--- src/rtl/conv_encoder_pkg.sv ---
// Shared constants and FSM state encoding for the encoder max-pool stage.
package conv_encoder_pkg;

  localparam int COLS      = 64;
  localparam int ROWS      = 180;
  localparam int FILTERS   = 16;
  localparam int DW        = 18;
  localparam int POOL_COLS = 32;
  localparam int PLANE     = 5760;

  typedef enum logic [1:0] {
    ST_IDLE,
    ST_EVEN,
    ST_ODD,
    ST_DONE
  } state_t;

endpackage

--- src/rtl/conv_encoder_max2.sv ---
// Signed two-input max with optional ReLU clamp (CONV_ENCODER_POOL_RELU_EN).
module conv_encoder_max2 #(
  parameter int DW = 18
) (
  input  logic signed [DW-1:0] a,
  input  logic signed [DW-1:0] b,
  output logic signed [DW-1:0] y
);

  logic signed [DW-1:0] mx;

  function automatic logic signed [DW-1:0] relu(input logic signed [DW-1:0] v);
    return v[DW-1] ? '0 : v;
  endfunction

  always_comb begin
    mx = (a > b) ? a : b;
`ifdef CONV_ENCODER_POOL_RELU_EN
    y = relu(mx);
`else
    y = mx;
`endif
  end

endmodule

--- src/rtl/conv_encoder_pool.sv ---
// Horizontal 2:1 max-pool over a raster pixel stream, one filter plane after another.
// Optional ReLU after the max is enabled by defining CONV_ENCODER_POOL_RELU_EN.
module conv_encoder_pool #(
  parameter int COLS    = conv_encoder_pkg::COLS,
  parameter int ROWS    = conv_encoder_pkg::ROWS,
  parameter int FILTERS = conv_encoder_pkg::FILTERS,
  parameter int DW      = conv_encoder_pkg::DW
) (
  input  logic                 clk,
  input  logic                 rst,
  input  logic                 start,
  input  logic                 in_valid,
  input  logic signed [DW-1:0] in_pixel,
  output logic signed [DW-1:0] out_pixel,
  output logic [12:0]          out_addr,
  output logic [3:0]           out_filter,
  output logic                 out_valid,
  output logic                 busy,
  output logic                 done
);
  import conv_encoder_pkg::*;

  localparam int CW   = (COLS > 1) ? $clog2(COLS) : 1;
  localparam int RW   = (ROWS > 1) ? $clog2(ROWS) : 1;
  localparam int FW   = (FILTERS > 1) ? $clog2(FILTERS) : 1;
  localparam int HALF = COLS / 2;

  state_t               state;
  logic [CW-1:0]        col, col_nx;
  logic [RW-1:0]        row, row_nx;
  logic [FW-1:0]        filt, filt_nx;
  logic                 last_px;
  logic [12:0]          addr_w;
  logic signed [DW-1:0] hold;
  logic signed [DW-1:0] max_y;

  conv_encoder_max2 #(.DW(DW)) u_max2 (
    .a (hold),
    .b (in_pixel),
    .y (max_y)
  );

  always_comb begin
    col_nx  = col + CW'(1);
    row_nx  = row;
    filt_nx = filt;
    if (col == CW'(COLS - 1)) begin
      col_nx = '0;
      if (row == RW'(ROWS - 1)) begin
        row_nx  = '0;
        filt_nx = (filt == FW'(FILTERS - 1)) ? '0 : filt + FW'(1);
      end else begin
        row_nx = row + RW'(1);
      end
    end
    last_px = (col == CW'(COLS - 1)) && (row == RW'(ROWS - 1)) &&
              (filt == FW'(FILTERS - 1));
    addr_w  = 13'(row) * 13'(HALF) + 13'(col >> 1);
  end

  always_ff @(posedge clk or negedge rst) begin
    if (!rst) begin
      state      <= ST_IDLE;
      col        <= '0;
      row        <= '0;
      filt       <= '0;
      hold       <= '0;
      out_pixel  <= '0;
      out_addr   <= '0;
      out_filter <= '0;
      out_valid  <= 1'b0;
      busy       <= 1'b0;
      done       <= 1'b0;
    end else begin
      out_valid <= 1'b0;
      case (state)
        ST_IDLE: begin
          if (start) begin
            state <= ST_EVEN;
            busy  <= 1'b1;
          end
        end
        ST_EVEN: begin
          if (in_valid) begin
            hold  <= in_pixel;
            col   <= col_nx;
            row   <= row_nx;
            filt  <= filt_nx;
            state <= ST_ODD;
          end
        end
        ST_ODD: begin
          if (in_valid) begin
            out_pixel  <= max_y;
            out_addr   <= addr_w;
            out_filter <= 4'(filt);
            out_valid  <= 1'b1;
            col        <= col_nx;
            row        <= row_nx;
            filt       <= filt_nx;
            // Final pair of the last plane: terminal until the next reset.
            if (last_px) begin
              state <= ST_DONE;
              busy  <= 1'b0;
              done  <= 1'b1;
            end else begin
              state <= ST_EVEN;
            end
          end
        end
        ST_DONE: ;
        default: state <= ST_IDLE;
      endcase
    end
  end

endmodule

--- config.mk ---
export PLATFORM = sky130hd
export DESIGN_NAME = conv_encoder_pool
export DESIGN_NICKNAME = d
export VERILOG_FILES = /design/src/rtl/conv_encoder_pkg.sv /design/src/rtl/conv_encoder_max2.sv /design/src/rtl/conv_encoder_pool.sv
export SDC_FILE = /design/constraint.sdc
export NUM_CORES = 1
export LEC_CHECK = 0
export BUFFER_PORTS_ARGS = -buffer_cell sky130_fd_sc_hd__buf_2
export CAP_MARGIN = 15
export CORE_ASPECT_RATIO = 1.25
export CORE_MARGIN = 3
export CORE_UTILIZATION = 57
export DETAILED_ROUTE_END_ITERATION = 10
export PLACE_DENSITY = 0.8
export SYNTH_ARGS = -nofsm -noshare
export SYNTH_HDL_FRONTEND = slang
export SYNTH_SLANG_ARGS = --single-unit
--- constraint.sdc ---
create_clock -name clk -period 2.6 [get_ports clk]
set_input_delay 0.26 -clock clk [delete_from_list [all_inputs] [get_ports clk]]
set_output_delay 0.26 -clock clk [all_outputs]
set_load 0.03 [all_outputs]
==> results_dict.tcl <==
set metrics [dict create \
    routedWlPerCell_um 15.22 \
    setup_violations 0 \
    cts.htree.levels 3 \
    p_leak_nw 2.305 \
    fmax_mhz 419.9 \
    globalRouteOverflowTotal 0 \
    post-route-min-period_ns 2.381 \
    drtIter0Drc 181 \
    die_x_um 80.28 \
    drc 0 \
    worstHoldPathType "input port to async pin" \
    tightest_slew_ns 0.9486 \
    power_density_nw_per_um2 1046 \
    diodes 0 \
    synth_top_area_frac 0.4838 \
    drive_gt1_frac 0.2213 \
    max_cap_viol_count 0 \
    cts.sinks 76 \
    dpl.hpwl_um 5955 \
    yosysSeqAreaShare 0.4838 \
    areaGrowthSynthToFinish_pct 14.42 \
    postRouteAntennaNets 0 \
    async_flop_share 1.000 \
    path_clk_slew_ns 0.09 \
    report.final.slew_viol_count 0 \
    io_buffers 59 \
    start_util 0.5914 \
    syn-num-nets 463 \
    vias 3184 \
    clockRootBuffer "clkbuf_8" \
    ys.flop_type "dfrtp_1" \
    clock_latency_ns 0.35 \
    die_h_um 98.85 \
    path_class "flip-flop to flip-flop" \
    fillCellCount 528 \
    syn_inst 416 \
    grt_max_degree 77 \
    final_common_cell "nand2_1" \
    core_area_um2 6648 \
    critPathCaptureType "flip-flop" \
    status "finished clean" \
    max_slew_margin 0.3676 \
    cp.arrival_ns 2.64 \
    grt-busiest-layer "met2" \
    synth_area_leader_cell "dfrtp_1" \
    crit_fanout 11 \
    dp_slack_ns 0.2174 \
    finalCritPeriodShare 0.9159 \
    grt_first_pass_wirelength_um 14820 \
    gp_congestion 0.8176 \
    rsz0062_at_grt "false" \
    synth_area_um2 3931 \
    cts_max_path_buffers 2 \
    multiInputGateArea_um2 1832 \
    ir_drop_v 0.0005813 \
    cp.required_ns 2.85 \
    synth_edf_count 0 \
    timing.final.hold_violations 0 \
    ys_seq_elements 76 \
    post-cts-setup-buffers 0 \
    design.portCount 60 \
    worst_setup_path_start_kind "flip-flop" \
    postCtsHoldBufs 0 \
    rows 33 \
    yosysWarnings 0 \
    nNetsFinal 523 \
    antenna_found_initial 0 \
    skew_ns 0.01499 \
    vias_per_cell 5.625 \
    met2_usage 0.3992 \
    ctsResizeCount 0 \
    drt_wl_total_um 8612 \
    grt_use_total 0.2370 \
    yosysUniqueCellTypes 48 \
    cts_buffers 9 \
    firstDrtPassIters 4 \
    use_met1 0.2880 \
    first_global_vias 3275 \
    cts_tree "done" \
    grt_use_met3 0.04388 \
    synthTopCellsByArea "dfrtp_1 (48%), nand2_1 (12%), ha_1 (8.0%)" \
    die-area_um2 7936 \
    worst_slack_ns 0.2187 \
    synth_area_per_cell_um2 9.450 \
    final_cell_mix "nand2_1 (127), dfrtp_1 (76), buf_2 (58), o21ai_0 (28), ha_1 (25)" \
    fin_tns_setup_ns 0 \
    regArea_um2 1902 \
]
-- layer usage --
| metal | wire [um] | vias up |
|---|---|---|
| met1 | 3536 | 1496 |
| li1 | - | 1567 |
| met5 | 0 | - |
| met4 | 192 | 0 |
| met3 | 530 | 19 |
| met2 | 4352 | 102 |
-- worst paths after layout --
path,slack (ns),start,cells after the start,end
worst max-delay path,0.22,hold[17],8,out_pixel[6]
max in group asynchronous,1.93,rst,1,out_addr[2]
worst min-delay path,0.04,rst,1,hold[3]
worst min register to register,0.48,out_addr[11],2,out_addr[11]
min in group clk,0.20,in_pixel[5],3,hold[5]
worst max register to register,0.22,hold[17],8,out_pixel[6]
-- per-stage QoR --
| step | utilization | area, um^2 | std cells | total power (W) | hold WS, ns |
|---|---|---|---|---|---|
| after floorplan | - | 3931 | 416 | 0.003303 | -0.03559 |
| after global placement | 0.6482 | 4309 | 552 | 0.003745 | 0.4560 |
| after detailed placement | 0.6482 | 4309 | 552 | 0.003831 | 0.4618 |
| after CTS | 0.6766 | 4498 | 566 | 0.004728 | 0.08841 |
| after global routing | 0.6766 | 4498 | 566 | 0.005046 | 0.1040 |
| final | 0.6766 | 4498 | 566 | 0.004704 | 0.04224 |
-- registers in the layout, indices dropped and copies added, names as in the netlist --
register	cells
hold	18
out_pixel	18
out_addr	13
row	8
col	6
filt	4
out_filter	4
state	2
busy	1
done	1
out_valid	1
-- cell usage after synthesis, types with 3 or more instances --
| library cell | number |
|---|---|
| a21oi_1 | 13 |
| clkbuf_1 | 16 |
| dfrtp_1 | 76 |
| ha_1 | 25 |
| inv_1 | 22 |
| mux2_2 | 4 |
| nand2_1 | 127 |
| nand3_1 | 4 |
| nand4_1 | 4 |
| nor2_1 | 9 |
| nor2b_1 | 4 |
| nor3_1 | 4 |
| o2111ai_1 | 18 |
| o211ai_1 | 8 |
| o211ai_2 | 11 |
| o21ai_0 | 28 |
| o31ai_1 | 4 |
| xnor2_1 | 3 |
-- layout make-up --
cell class	instances	share of cell area
sequential	76	0.4228
multi-input combinational	296	0.4072
timing repair buffer	70	0.08456
clock buffer	10	0.03060
tap	87	0.02420
inverter	23	0.01919
clock inverter	4	0.01140
-- cells by family after synthesis --
| logic type | Yosys count | share of synthesized area |
|---|---|---|
| flops | 76 | 0.4838 |
| xor+xnor | 5 | 0.01114 |
| compound gates | 96 | 0.1785 |
| fa+ha+maj | 25 | 0.07957 |
| buf+inv | 44 | 0.05028 |
| mux | 5 | 0.01400 |
| simple gates | 165 | 0.1827 |
-- report_power, final --
part | internal [W] | switching [W] | total (W)
Sequential | 0.00154 | 0.000252 | 0.00179
Clock | 0.000459 | 0.000423 | 0.000882
Combinational | 0.000670 | 0.00136 | 0.00203
-- worst max-delay path, stage by stage, from the launching register on --
cell and delay [ns]:
dfrtp_1 0.40, ha_1 0.35, nand4_2 0.16, nor3_2 0.31
o211ai_2 0.15, o211a_1 0.28, o21a_1 0.26, buf_4 0.19
o211ai_1 0.19
Power figures use the tool's default switching activity.
